===== config.mk =====
export PLATFORM = sky130hd
export DESIGN_NAME = pea_firing_scheduler
export DESIGN_NICKNAME = d
export VERILOG_FILES = /design/src/rtl/pea_firing_scheduler.sv
export SDC_FILE = /design/constraint.sdc
export NUM_CORES = 1
export LEC_CHECK = 0
export BUFFER_PORTS_ARGS = -buffer_cell sky130_fd_sc_hd__buf_2
export CORE_AREA = 5 5 76 78
export DETAILED_ROUTE_END_ITERATION = 7
export DIE_AREA = 0 0 81 83
export HOLD_SLACK_MARGIN = 0.06
export SLEW_MARGIN = 40
export SYNTH_ARGS = -nofsm -noshare
export SYNTH_HDL_FRONTEND = slang
export SYNTH_SLANG_ARGS = --single-unit

===== constraint.sdc =====
create_clock -name clk -period 2.05 [get_ports clk]
set_input_delay 0.3075 -clock clk [delete_from_list [all_inputs] [get_ports clk]]
set_output_delay 0.3075 -clock clk [all_outputs]
set_load 0.01 [all_outputs]

===== src/rtl/pea_firing_scheduler.sv =====
// pea_firing_scheduler: autonomous CFDF firing sequencer for the PEA actor.
// Optional WAIT_FC watchdog (timeout_cycles port, TIMEOUT_W) enabled by defining PEA_SCHED_WATCHDOG_EN.
module pea_firing_scheduler #(
   parameter int unsigned COUNT_W = 16
`ifdef PEA_SCHED_WATCHDOG_EN
   ,
   parameter int unsigned TIMEOUT_W = 16
`endif
) (
   input  logic                 clk,
   input  logic                 rst,
   input  logic                 run,
   input  logic                 enable,
   input  logic                 FC,
   input  logic [1:0]           next_mode_in,
   input  logic                 clear_err,
`ifdef PEA_SCHED_WATCHDOG_EN
   input  logic [TIMEOUT_W-1:0] timeout_cycles,
`endif
   output logic [1:0]           next_instr,
   output logic                 invoke,
   output logic                 busy,
   output logic [COUNT_W-1:0]   fire_count,
   output logic                 error
);

   localparam logic [1:0] MODE_SETUP   = 2'b00;
   localparam logic [1:0] MODE_INVALID = 2'b11;

   typedef enum logic [2:0] {
      S_IDLE,
      S_SETTLE,
      S_CHECK,
      S_INVOKE,
      S_WAIT_FC,
      S_ERROR
   } state_e;

   state_e               state_q, state_d;
   logic                 run_q, run_d;
   logic                 arm_q, arm_d;
   logic [1:0]           next_instr_q, next_instr_d;
   logic [COUNT_W-1:0]   fire_count_q, fire_count_d;
   logic                 invoke_q, invoke_d;
   logic                 busy_q, busy_d;
   logic                 error_q, error_d;
   logic                 wd_hit;
   logic                 accept;

`ifdef PEA_SCHED_WATCHDOG_EN
   logic [TIMEOUT_W-1:0] wd_cnt_q, wd_cnt_d;
`endif

   // State and output registers
   always_ff @(posedge clk or posedge rst) begin
      if (rst) begin
         state_q      <= S_IDLE;
         run_q        <= 1'b0;
         arm_q        <= 1'b0;
         next_instr_q <= MODE_SETUP;
         fire_count_q <= '0;
         invoke_q     <= 1'b0;
         busy_q       <= 1'b0;
         error_q      <= 1'b0;
      end else begin
         state_q      <= state_d;
         run_q        <= run_d;
         arm_q        <= arm_d;
         next_instr_q <= next_instr_d;
         fire_count_q <= fire_count_d;
         invoke_q     <= invoke_d;
         busy_q       <= busy_d;
         error_q      <= error_d;
      end
   end

`ifdef PEA_SCHED_WATCHDOG_EN
   // Cycles spent in the current WAIT_FC, counted from the blanking cycle
   always_ff @(posedge clk or posedge rst) begin
      if (rst) begin
         wd_cnt_q <= '0;
      end else begin
         wd_cnt_q <= wd_cnt_d;
      end
   end

   always_comb begin
      wd_cnt_d = wd_cnt_q;
      if (state_q == S_INVOKE) begin
         wd_cnt_d = '0;
      end else if (state_q == S_WAIT_FC) begin
         wd_cnt_d = wd_cnt_q + TIMEOUT_W'(1);
      end
      // wd_cnt_q + 1 is the ordinal of the current WAIT_FC cycle
      wd_hit = (timeout_cycles != '0) &&
               ((wd_cnt_q + TIMEOUT_W'(1)) == timeout_cycles);
   end
`else
   always_comb begin
      wd_hit = 1'b0;
   end
`endif

   // FC only counts after the blanking cycle, which masks a stale completion
   always_comb begin
      accept = arm_q && FC;
   end

   // Next-state and registered-output logic
   always_comb begin
      state_d      = state_q;
      run_d        = run;
      arm_d        = (state_q == S_WAIT_FC);
      next_instr_d = next_instr_q;
      fire_count_d = fire_count_q;
      error_d      = error_q;

      unique case (state_q)
         S_IDLE: begin
            if (run_q) begin
               state_d = S_SETTLE;
            end
         end
         S_SETTLE: begin
            state_d = S_CHECK;
         end
         S_CHECK: begin
            if (!run_q) begin
               state_d = S_IDLE;
            end else if (enable) begin
               state_d = S_INVOKE;
            end
         end
         S_INVOKE: begin
            state_d = S_WAIT_FC;
         end
         S_WAIT_FC: begin
            if (accept) begin
               if (next_mode_in == MODE_INVALID) begin
                  state_d = S_ERROR;
                  error_d = 1'b1;
               end else begin
                  state_d      = S_SETTLE;
                  next_instr_d = next_mode_in;
                  if (fire_count_q != '1) begin
                     fire_count_d = fire_count_q + COUNT_W'(1);
                  end
               end
            end else if (wd_hit) begin
               state_d = S_ERROR;
               error_d = 1'b1;
            end
         end
         S_ERROR: begin
            if (clear_err) begin
               state_d      = S_IDLE;
               error_d      = 1'b0;
               next_instr_d = MODE_SETUP;
            end
         end
         default: begin
            state_d = S_IDLE;
         end
      endcase

      invoke_d = (state_d == S_INVOKE);
      busy_d   = (state_d != S_IDLE) && (state_d != S_ERROR);
   end

   assign next_instr = next_instr_q;
   assign invoke     = invoke_q;
   assign busy       = busy_q;
   assign fire_count = fire_count_q;
   assign error      = error_q;

endmodule


==> impl_metrics.tcl, run 1 <==
set metrics [dict create \
    min_period_over_period_pct 92.5 \
    ys_seq_area_share_pct 53.5 \
    synth_top_cell_by_area "dfrtp_1" \
    cp-start-kind "flip-flop" \
    report.final.slew_viol_count 0 \
    skew_ns 0.00543 \
    gp_congestion 0.693 \
    tritoncts "built" \
    synthToLayoutAreaGrowth_pct 27.1 \
    dieHeight_um 83 \
    cp-end-kind "flip-flop" \
    yosys-top-cells-area "dfrtp_1 (53%), xnor2_1 (7.2%), xor2_1 (3.6%)" \
    ir_drop_mv 0.243 \
    cp_max_fo 7 \
    cts_setup_buffers 0 \
    finalCriticalPeriod_ns 1.90 \
    netlist_area_mm2 0.00122 \
    synth_top_area_share_pct 53.5 \
    antennaDiodeCount 0 \
    post-place-ws_ns 0.0659 \
    port_buffers 28 \
    grt_start_max_net_pins 27 \
    finalNetCount 158 \
    max_stage_delay_ns 0.53 \
    power_density_mw_per_mm2 820 \
    netlist_instances 110 \
    yosysWarnings 0 \
    crit_buf_inv 0 \
    arrival_ns 2.05 \
    path_delay_family "simple AND/OR/NAND/NOR gates" \
    rsz0062_at_grt "false" \
    clk_latency_ns 0.27 \
    p_leak_nw 0.759 \
    ys_types 32 \
    crit_slowest_cell "or4_1" \
    clockBufferDepth 2 \
    cts_sinks 26 \
    dpl.hpwl_um 1970 \
    hold_class "in2async" \
    grt_pass1_vias 982 \
    grt-ovfl-total 0 \
    maxClockFrequency_ghz 0.527 \
    root_buffer "clkbuf_8" \
    cts_htree_levels 1 \
    synth_nets 119 \
    ys_seq_elements 26 \
    crit_chain "ha_4 -> nand4_1 -> or4_1 -> nor2b_2 -> and3_1 -> xor2_1" \
    drive_gt1_share_pct 35.4 \
    timing.setup.tns_ns 0 \
    routedWlPerCell_um 11.9 \
    io_pins 29 \
    grt_pass1_wl_um 4350 \
    hold_buffers 0 \
    finalWorstSetupSlack_ns 0.153 \
    status "complete, no violations" \
    drt_iter0_markers 21 \
    initial_utilization_pct 24.3 \
    worst_slew_pin_slew_ns 0.381 \
    relSlewSlack_pct 74.3 \
    die_area_mm2 0.00672 \
    routed_wl_um 2580 \
    worstSetupPathType "reg2reg" \
    grtUsageTotal_pct 8.02 \
    setup_violations 0 \
    antenna_found_initial 0 \
    die_x_um 81 \
    core_area_mm2 0.00501 \
    hold_viol 0 \
    via_count 921 \
    drv_cap 0 \
    cts_buffers 3 \
    route.detailed.drc 0 \
    cp_data_required_time_ns 2.20 \
    dr.pass1.iters 4 \
    fp-row-count 26 \
    path_clk_slew_ns 0.09 \
    avgSynthCellArea_um2 11.1 \
    vias_per_cell 4.24 \
    detail-route-antenna-nets 0 \
]
state kept, by name, summed over array words and instances (netlist names):
signal,count
arm_q,1
busy,1
error,1
fire_count,16
invoke,1
next_instr,2
run_q,1
state_q,3
worst paths after layout:
| check | start | endpoint | slack, ns | cells after the start |
|---|---|---|---|---|
| worst max-delay path | fire_count[1]$_DFFE_PP0P_ | fire_count[8]$_DFFE_PP0P_ | 0.15 | 6 |
| worst min-delay path | rst | fire_count[10]$_DFFE_PP0P_ | 0.08 | 3 |
| worst max register to register | fire_count[1]$_DFFE_PP0P_ | fire_count[8]$_DFFE_PP0P_ | 0.15 | 6 |
| worst min register to register | state_q[0]$_DFF_PP0_ | arm_q$_DFF_PP0_ | 0.50 | 1 |
| max in group asynchronous | rst | fire_count[1]$_DFFE_PP0P_ | 1.70 | 3 |
| min in group clk | run | run_q$_DFF_PP0_ | 0.14 | 1 |
cells in the mapped netlist:
cell type	count
nand4_1	5
xnor2_1	10
nor2_2	1
and4b_1	1
and2_1	2
o21ai_0	1
nand2_1	11
mux2_2	2
mux2i_1	1
o221a_2	2
nand3_1	7
nor2b_1	3
ha_1	1
or4_1	1
a21oi_1	2
nor2_1	10
nor3b_4	1
nand3b_1	1
xor2_1	5
o311ai_0	1
nor3_1	1
nand4_2	1
o22ai_1	1
inv_1	3
buf_2	1
and3_1	3
o21a_1	1
buf_6	1
or3b_2	2
dfrtp_1	26
a311o_1	1
or4_4	1
layout by cell type, fill, tap and decap left out, types with 3 or more instances in the layout:
cell type,count
nand3_1,7
nand4_1,5
buf_2,28
dfrtp_1,25
xnor2_1,10
nor2_1,10
clkbuf_8,3
buf_4,8
inv_1,3
and3_1,3
nand2_1,11
xor2_1,5
timing repair:
action / CTS / global route
gates resized for setup: 0 / 4
setup endpoints to repair: 0 / 1
endpoints found under the hold margin: 0 / 0
stage by stage:
stage               total power [mW]  hold WS (ns)  cell area, µm²  util, %  cells
floorplan                      0.849         0.339            1220        -    110
global route                    1.35         0.119            1550     30.8    217
CTS                             1.28        0.0880            1530     30.5    217
global placement               0.986         0.384            1490     29.7    214
finish                          1.27        0.0800            1550     30.8    217
detailed placement             0.993         0.388            1490     29.7    214
area by class of cell:
type,count,area (µm²)
Sequential cell,26,652
Inverter,3,11.3
Multi-Input combinational cell,79,553
Timing Repair Buffer,36,200
Tap cell,70,87.6
Clock buffer,3,41.3
Fill cell,553,3460
worst min-delay path, delay by kind of cell:
| family | cells | cell delay (ns) |
|---|---|---|
| buffers and inverters | 3 | 0.44 |
where the power goes:
part,leakage (nW),switching (mW),internal (mW)
combinational,0.391,0.166,0.171
sequential,0.347,0.0554,0.589
clock,0.0216,0.154,0.132
total,0.759,0.375,0.892
logic make-up after synthesis:
family                     count (synthesis)  synth area share, %
and+or+nand+nor                           51                 24.0
DFF                                       26                 53.5
xor gates and xnor gates                  15                 10.8
AOI/OAI and AO/OA                          9                 5.76
buffers and inverters                      5                 2.26
muxes                                      3                 2.67
adders and majority gates                  1                 1.03
metal layers:
metal  share of wire, %  up-vias  track usage [%]
met3                3.8        2             1.95
met4               0.31        0             2.30
met1                 45      448             10.3
met2                 51       13             13.2
li1                   -      458                -
met5                  0        -                0
(Power assumes the default switching activity.)
==> run 2, diff against run 1 <==
--- a/config.mk
+++ b/config.mk
@@ -9,6 +9,7 @@
 export CORE_AREA = 5 5 76 78
 export DETAILED_ROUTE_END_ITERATION = 7
 export DIE_AREA = 0 0 81 83
+export GPL_TIMING_DRIVEN = 0
 export HOLD_SLACK_MARGIN = 0.06
 export SLEW_MARGIN = 40
 export SYNTH_ARGS = -nofsm -noshare
==> run 2 against run 1 <==
Compared with the run above: worst setup slack got worse by 0.054 ns; maximum frequency fell by 2.8%; first-iteration DRC count rose by 33%; sequential power rose by 0.6%; critical endpoint unchanged; routed wire length fell by 2.8%; combinational power fell by 5%; via count fell by 1.3%; global-route usage barely moved; design area rose by 1.5%.
==> impl_metrics.tcl, run 2 (same netlist as run 1, synthesis figures left out) <==
set metrics [dict create \
    io_pins 29 \
    relSlewSlack_pct 63.3 \
    tritoncts "built" \
    largest_register_ffs 16 \
    report.final.slew_viol_count 0 \
    timing.rr.start "fire_count[0]$_DFFE_PP0P_" \
    vias_per_cell 4.19 \
    whs_ns 0.0759 \
    grtUsageTotal_pct 8.06 \
    fp-row-count 26 \
    final_cell_mix "buf_2 (29), dfrtp_1 (26), nand2_1 (11)" \
    maxClockFrequency_ghz 0.513 \
    worst_slew_pin_slew_ns 0.550 \
    timing.reg2reg.setup_slack_ns 0.1 \
    finalWorstSetupSlack_ns 0.0988 \
    antenna_found_initial 0 \
    finalCriticalPeriod_ns 1.95 \
    port_buffers 28 \
    die_x_um 81 \
    cp_max_fo 7 \
    p_comb_share_pct 23.1 \
    swShare_pct 27.3 \
    clock_power_share_pct 30.1 \
    post-place-ws_ns -0.0752 \
    ir_drop_mv 0.442 \
    cts_sinks 26 \
    dpl_cell_area_mm2 0.00144 \
    power_density_mw_per_mm2 885 \
    clk_latency_ns 0.27 \
    cp_data_required_time_ns 2.20 \
    dr.pass1.iters 4 \
    p_leak_nw 0.773 \
    rsz0062_at_grt "false" \
    clockBufferDepth 2 \
    hold_buffers 0 \
    arrival_ns 2.11 \
    crit_chain "ha_2 -> nand4_1 -> or4_4 -> nor2b_1 -> buf_6 -> and3_1 -> xor2_1" \
    skew_ns 0.00594 \
    cp-start-kind "flip-flop" \
    dpl.hpwl_um 1870 \
    cts_buffers 3 \
    drv_cap 0 \
    cts_htree_levels 1 \
    p_int_mw 1.01 \
    dieHeight_um 83 \
    antennaDiodeCount 0 \
    initial_utilization_pct 24.3 \
    stdcell_area_mm2 0.00157 \
    crit_buf_inv 1 \
    status "complete, no violations" \
    min_period_over_period_pct 95.2 \
    path_depth 7 \
    drive_gt1_share_pct 35.4 \
    final_common_cell "buf_2" \
    final_cells 217 \
    path_delay_family "simple AND/OR/NAND/NOR gates" \
    p_total_mw 1.39 \
    dp.cells 208 \
    die_area_mm2 0.00672 \
    routed_wl_um 2500 \
    grt_pass1_wl_um 4310 \
    power.share.sequential_pct 46.8 \
    worstSetupPathType "reg2reg" \
    routedWlPerCell_um 11.5 \
    route.detailed.drc 0 \
    core_area_mm2 0.00501 \
    startpoint "fire_count[0]$_DFFE_PP0P_" \
    synthToLayoutAreaGrowth_pct 28.9 \
    critPathCapture "fire_count[8]$_DFFE_PP0P_" \
    via_count 909 \
    hold_viol 0 \
    crit_slowest_cell "or4_4" \
    path_clk_slew_ns 0.09 \
    hold_class "in2async" \
    r2r-end "fire_count[8]$_DFFE_PP0P_" \
    max_stage_delay_ns 0.53 \
    root_buffer "clkbuf_8" \
    grt_pass1_vias 954 \
    finalNetCount 157 \
    detail-route-antenna-nets 0 \
    gp_congestion 0.704 \
    grt-ovfl-total 0 \
    r2r_cells 7 \
    drt_iter0_markers 28 \
    setup_violations 0 \
    p_switching_mw 0.379 \
    cp-end-kind "flip-flop" \
    grt_start_max_net_pins 27 \
]
-- run 2: power by group through the flow --
stage               Combinational (mW)  Sequential, mW  Clock (mW)
floorplan                        0.172           0.677           0
global placement                 0.279           0.665           0
detailed placement               0.281           0.668           0
CTS                              0.309           0.647       0.438
global route                     0.358           0.660       0.456
finish                           0.321           0.649       0.417
-- run 2: worst min path at each step --
stage / end / cells past startpoint / slack (ns)
finish: fire_count[3]$_DFFE_PP0P_ / 2 / 0.08
global route: fire_count[1]$_DFFE_PP0P_ / 2 / 0.12
CTS: fire_count[3]$_DFFE_PP0P_ / 2 / 0.09
detailed placement: run_q$_DFF_PP0_ / 2 / 0.40
global placement: run_q$_DFF_PP0_ / 1 / 0.42
floorplan: run_q$_DFF_PP0_ / 0 / 0.34
-- run 2: worst reg2reg max path: stages, from the launching register on --
cell and delay, ns:
dfrtp_1 0.37, ha_2 0.21, nand4_1 0.13, or4_4 0.53, nor2b_1 0.15, buf_6 0.13
and3_1 0.18, xor2_1 0.13
-- run 2: routing by layer --
layer | vias up | GRT usage [%] | routed length, µm | part of all wire, %
met5 | - | 0 | 0 | 0
met4 | 0 | 1.38 | 13 | 0.52
met3 | 2 | 3.03 | 112 | 4.5
met2 | 15 | 13.9 | 1260 | 50
met1 | 437 | 9.51 | 1120 | 45
li1 | 455 | - | - | -
-- run 2: final cells by class --
type	count	area, µm²
buffer	2	16.3
clock buffer	3	41.3
clock inverter	1	30.0
fill	563	3440
inverter	3	11.3
multi-input combinational	79	553
sequential	26	651
tap	70	87.6
timing repair buffer	33	178
-- run 2: metrics by stage --
step / TNS [ns] / utilization, %
5_1_grt: 0 / 31.3
6_report: 0 / 31.3
4_1_cts: 0 / 30.7
2_1_floorplan: 0 / -
3_5_place_dp: -0.0877 / 28.8
3_3_place_gp: -0.0896 / 28.8
-- run 2: what timing repair did --
item | 4_1_cts | 5_1_grt
gates resized for setup | 0 | 3
gates cloned | 0 | 0
pin swaps | 1 | 1
buffers inserted | 3 | 2
setup endpoints to repair | 2 | 3
==> run 3, diff against run 2 <==
--- a/config.mk
+++ b/config.mk
@@ -6,9 +6,9 @@
 export NUM_CORES = 1
 export LEC_CHECK = 0
 export BUFFER_PORTS_ARGS = -buffer_cell sky130_fd_sc_hd__buf_2
-export CORE_AREA = 5 5 76 78
+export CORE_AREA = 5 5 62 64
 export DETAILED_ROUTE_END_ITERATION = 7
-export DIE_AREA = 0 0 81 83
+export DIE_AREA = 0 0 67 69
 export GPL_TIMING_DRIVEN = 0
 export HOLD_SLACK_MARGIN = 0.06
 export SLEW_MARGIN = 40
==> run 3 against run 2 <==
Compared with the run above: global-route usage grew 3.5 points; register-to-register slack is essentially flat; non-clock buffer count grew 3; critical path depth is the same; maximum frequency shrank 0.19%; clock-buffer cell count is the same; clock skew grew 0.0047 ns; critical path type unchanged; design area shrank 1.8%; worst hold slack gained 0.21 ns; routed wire length shrank 0.80%; total power shrank 4.6%; first-iteration DRC count grew 46%.
==> impl_metrics.tcl, run 3 (same netlist as run 1, synthesis figures left out) <==
set metrics [dict create \
    dpl_cell_area_mm2 0.00141 \
    min_period_over_period_pct 95.4 \
    grt_start_max_net_pins 27 \
    seq_area_um2 653 \
    timing.rr.start "fire_count[0]$_DFFE_PP0P_" \
    antennaDiodeCount 0 \
    dieHeight_um 69 \
    grt-ovfl-total 0 \
    stdcell_area_mm2 0.00154 \
    cts_sinks 26 \
    routedWlPerCell_um 12.7 \
    worst_slew_pin_slew_ns 0.538 \
    vias_per_cell 4.87 \
    path_clk_slew_ns 0.15 \
    final_cell_mix "buf_2 (29), dfrtp_1 (24), nand2_1 (11)" \
    grt_pass1_vias 934 \
    status "complete, no violations" \
    hold_class "in2reg" \
    detail-route-antenna-nets 0 \
    hold_start "next_mode_in[0]" \
    clk_latency_ns 0.33 \
    antenna_found_initial 0 \
    synthToLayoutAreaGrowth_pct 26.6 \
    p_leak_nw 0.770 \
    finalNetCount 160 \
    finalWorstSetupSlack_ns 0.0950 \
    setup_violations 0 \
    grt.met1_usage_pct 13.9 \
    tritoncts "built" \
    holdPathEnd "next_instr[0]$_DFFE_PP0P_" \
    clockBufferDepth 2 \
    cp_data_required_time_ns 2.27 \
    use_met2_pct 19.9 \
    p_switching_mw 0.375 \
    hold_viol 0 \
    final_common_cell "buf_2" \
    routed_wl_um 2480 \
    initial_utilization_pct 37.6 \
    dr.pass1.iters 2 \
    n_fill_cell 321 \
    die_x_um 67 \
    finalCriticalPeriod_ns 1.95 \
    r2r-end "fire_count[8]$_DFFE_PP0P_" \
    r2r_cells 7 \
    grt_pass1_wl_um 4180 \
    core_area_mm2 0.00323 \
    skew_ns 0.0106 \
    port_buffers 28 \
    power.share.sequential_pct 48.7 \
    drt_iter0_markers 41 \
    multi_input_area_um2 544 \
    report.final.slew_viol_count 0 \
    post-place-ws_ns -0.0958 \
    route.detailed.drc 0 \
    cp_max_fo 7 \
    gp_congestion 0.766 \
    cp-start-kind "flip-flop" \
    busiest_layer "met2" \
    largest_register_ffs 16 \
    drive_gt1_share_pct 36.7 \
    io_pins 29 \
    cts_htree_levels 1 \
    relSlewSlack_pct 64.1 \
    power_density_mw_per_mm2 859 \
    arrival_ns 2.18 \
    via_count 955 \
    worstSetupPathType "reg2reg" \
    grtUsageTotal_pct 11.5 \
    p_total_mw 1.32 \
    cts_buffers 3 \
    drv_cap 0 \
    hold_depth 2 \
    root_buffer "clkbuf_4" \
    clock_power_share_pct 26.9 \
    fp-row-count 21 \
    dpl.hpwl_um 1800 \
    p_int_mw 0.948 \
    ir_drop_mv 0.396 \
    die_area_mm2 0.00462 \
    maxClockFrequency_ghz 0.512 \
    met3_usage_pct 3.73 \
    swShare_pct 28.3 \
    timing.reg2reg.setup_slack_ns 0.1 \
    cp-end-kind "flip-flop" \
    p_comb_share_pct 24.5 \
]
-- run 3: changes by cell type in the layout (fill, tap and decap cells not counted), sizes merged --
| cell | delta |
|---|---|
| buf | +1 |
| dlygate4sd3 | +2 |
-- run 3: timing repair --
| item | 4_1_cts | 5_1_grt |
|---|---|---|
| cloned | 0 | 0 |
| resized for setup | 0 | 4 |
| setup endpoints to repair | 2 | 4 |
| buffers inserted | 3 | 3 |
| pin swaps | 1 | 3 |
| hold buffers | 2 | 0 |
| endpoints found under the hold margin | 27 | 0 |
-- run 3: power groups by stage --
| stage | combinational, mW | clock, mW | sequential [mW] |
|---|---|---|---|
| after global routing | 0.360 | 0.391 | 0.656 |
| after detailed placement | 0.284 | 0 | 0.665 |
| after CTS | 0.314 | 0.368 | 0.645 |
| after floorplan | 0.172 | 0 | 0.677 |
| after global placement | 0.276 | 0 | 0.660 |
| final | 0.324 | 0.355 | 0.644 |
-- run 3: through the flow --
stage | instances | util, % | TNS [ns] | hold WS, ns
2_1_floorplan | 110 | - | 0 | 0.339
4_1_cts | 193 | 46.7 | 0 | 0.275
5_1_grt | 196 | 47.7 | -0.0565 | 0.267
3_3_place_gp | 184 | 43.7 | -0.0535 | 0.419
6_report | 196 | 47.7 | 0 | 0.289
3_5_place_dp | 184 | 43.7 | -0.131 | 0.386
-- run 3: how the worst max path moves through the flow --
stage / from / endpoint / slack (ns) / depth (start not counted)
after CTS: fire_count[0]$_DFFE_PP0P_ / fire_count[8]$_DFFE_PP0P_ / 0.06 / 7
after detailed placement: fire_count[0]$_DFFE_PP0P_ / fire_count[8]$_DFFE_PP0P_ / -0.1 / 7
final: fire_count[0]$_DFFE_PP0P_ / fire_count[8]$_DFFE_PP0P_ / 0.1 / 7
after global routing: state_q[0]$_DFF_PP0_ / fire_count[7]$_DFFE_PP0P_ / -0.02 / 6
after global placement: fire_count[0]$_DFFE_PP0P_ / fire_count[8]$_DFFE_PP0P_ / -0.05 / 7
after floorplan: fire_count[0]$_DFFE_PP0P_ / fire_count[8]$_DFFE_PP0P_ / 0.03 / 7
-- run 3: layer usage --
metal  part of all wire [%]  wire length, µm
met4                   0.32                8
met1                     43             1070
met2                     51             1280
met3                    5.2              129
met5                      0                0
-- run 3: layout make-up --
class                   count  area share (%)
flip-flops and latches     26            42.4
multi-input cells          79            35.3
repair buffers             36            13.3
well taps                  46            3.74
clock inverters             1            1.95
clock buffers               3            1.46
plain buffers               2            1.06
inverters                   3           0.731
-- run 3: worst max-delay path: stages (launching register included) --
cell and delay [ns]:
dfrtp_1 0.38, ha_2 0.21, nand4_1 0.13, or4_4 0.54
nor2b_1 0.15, buf_6 0.13, and3_1 0.18, xor2_1 0.14
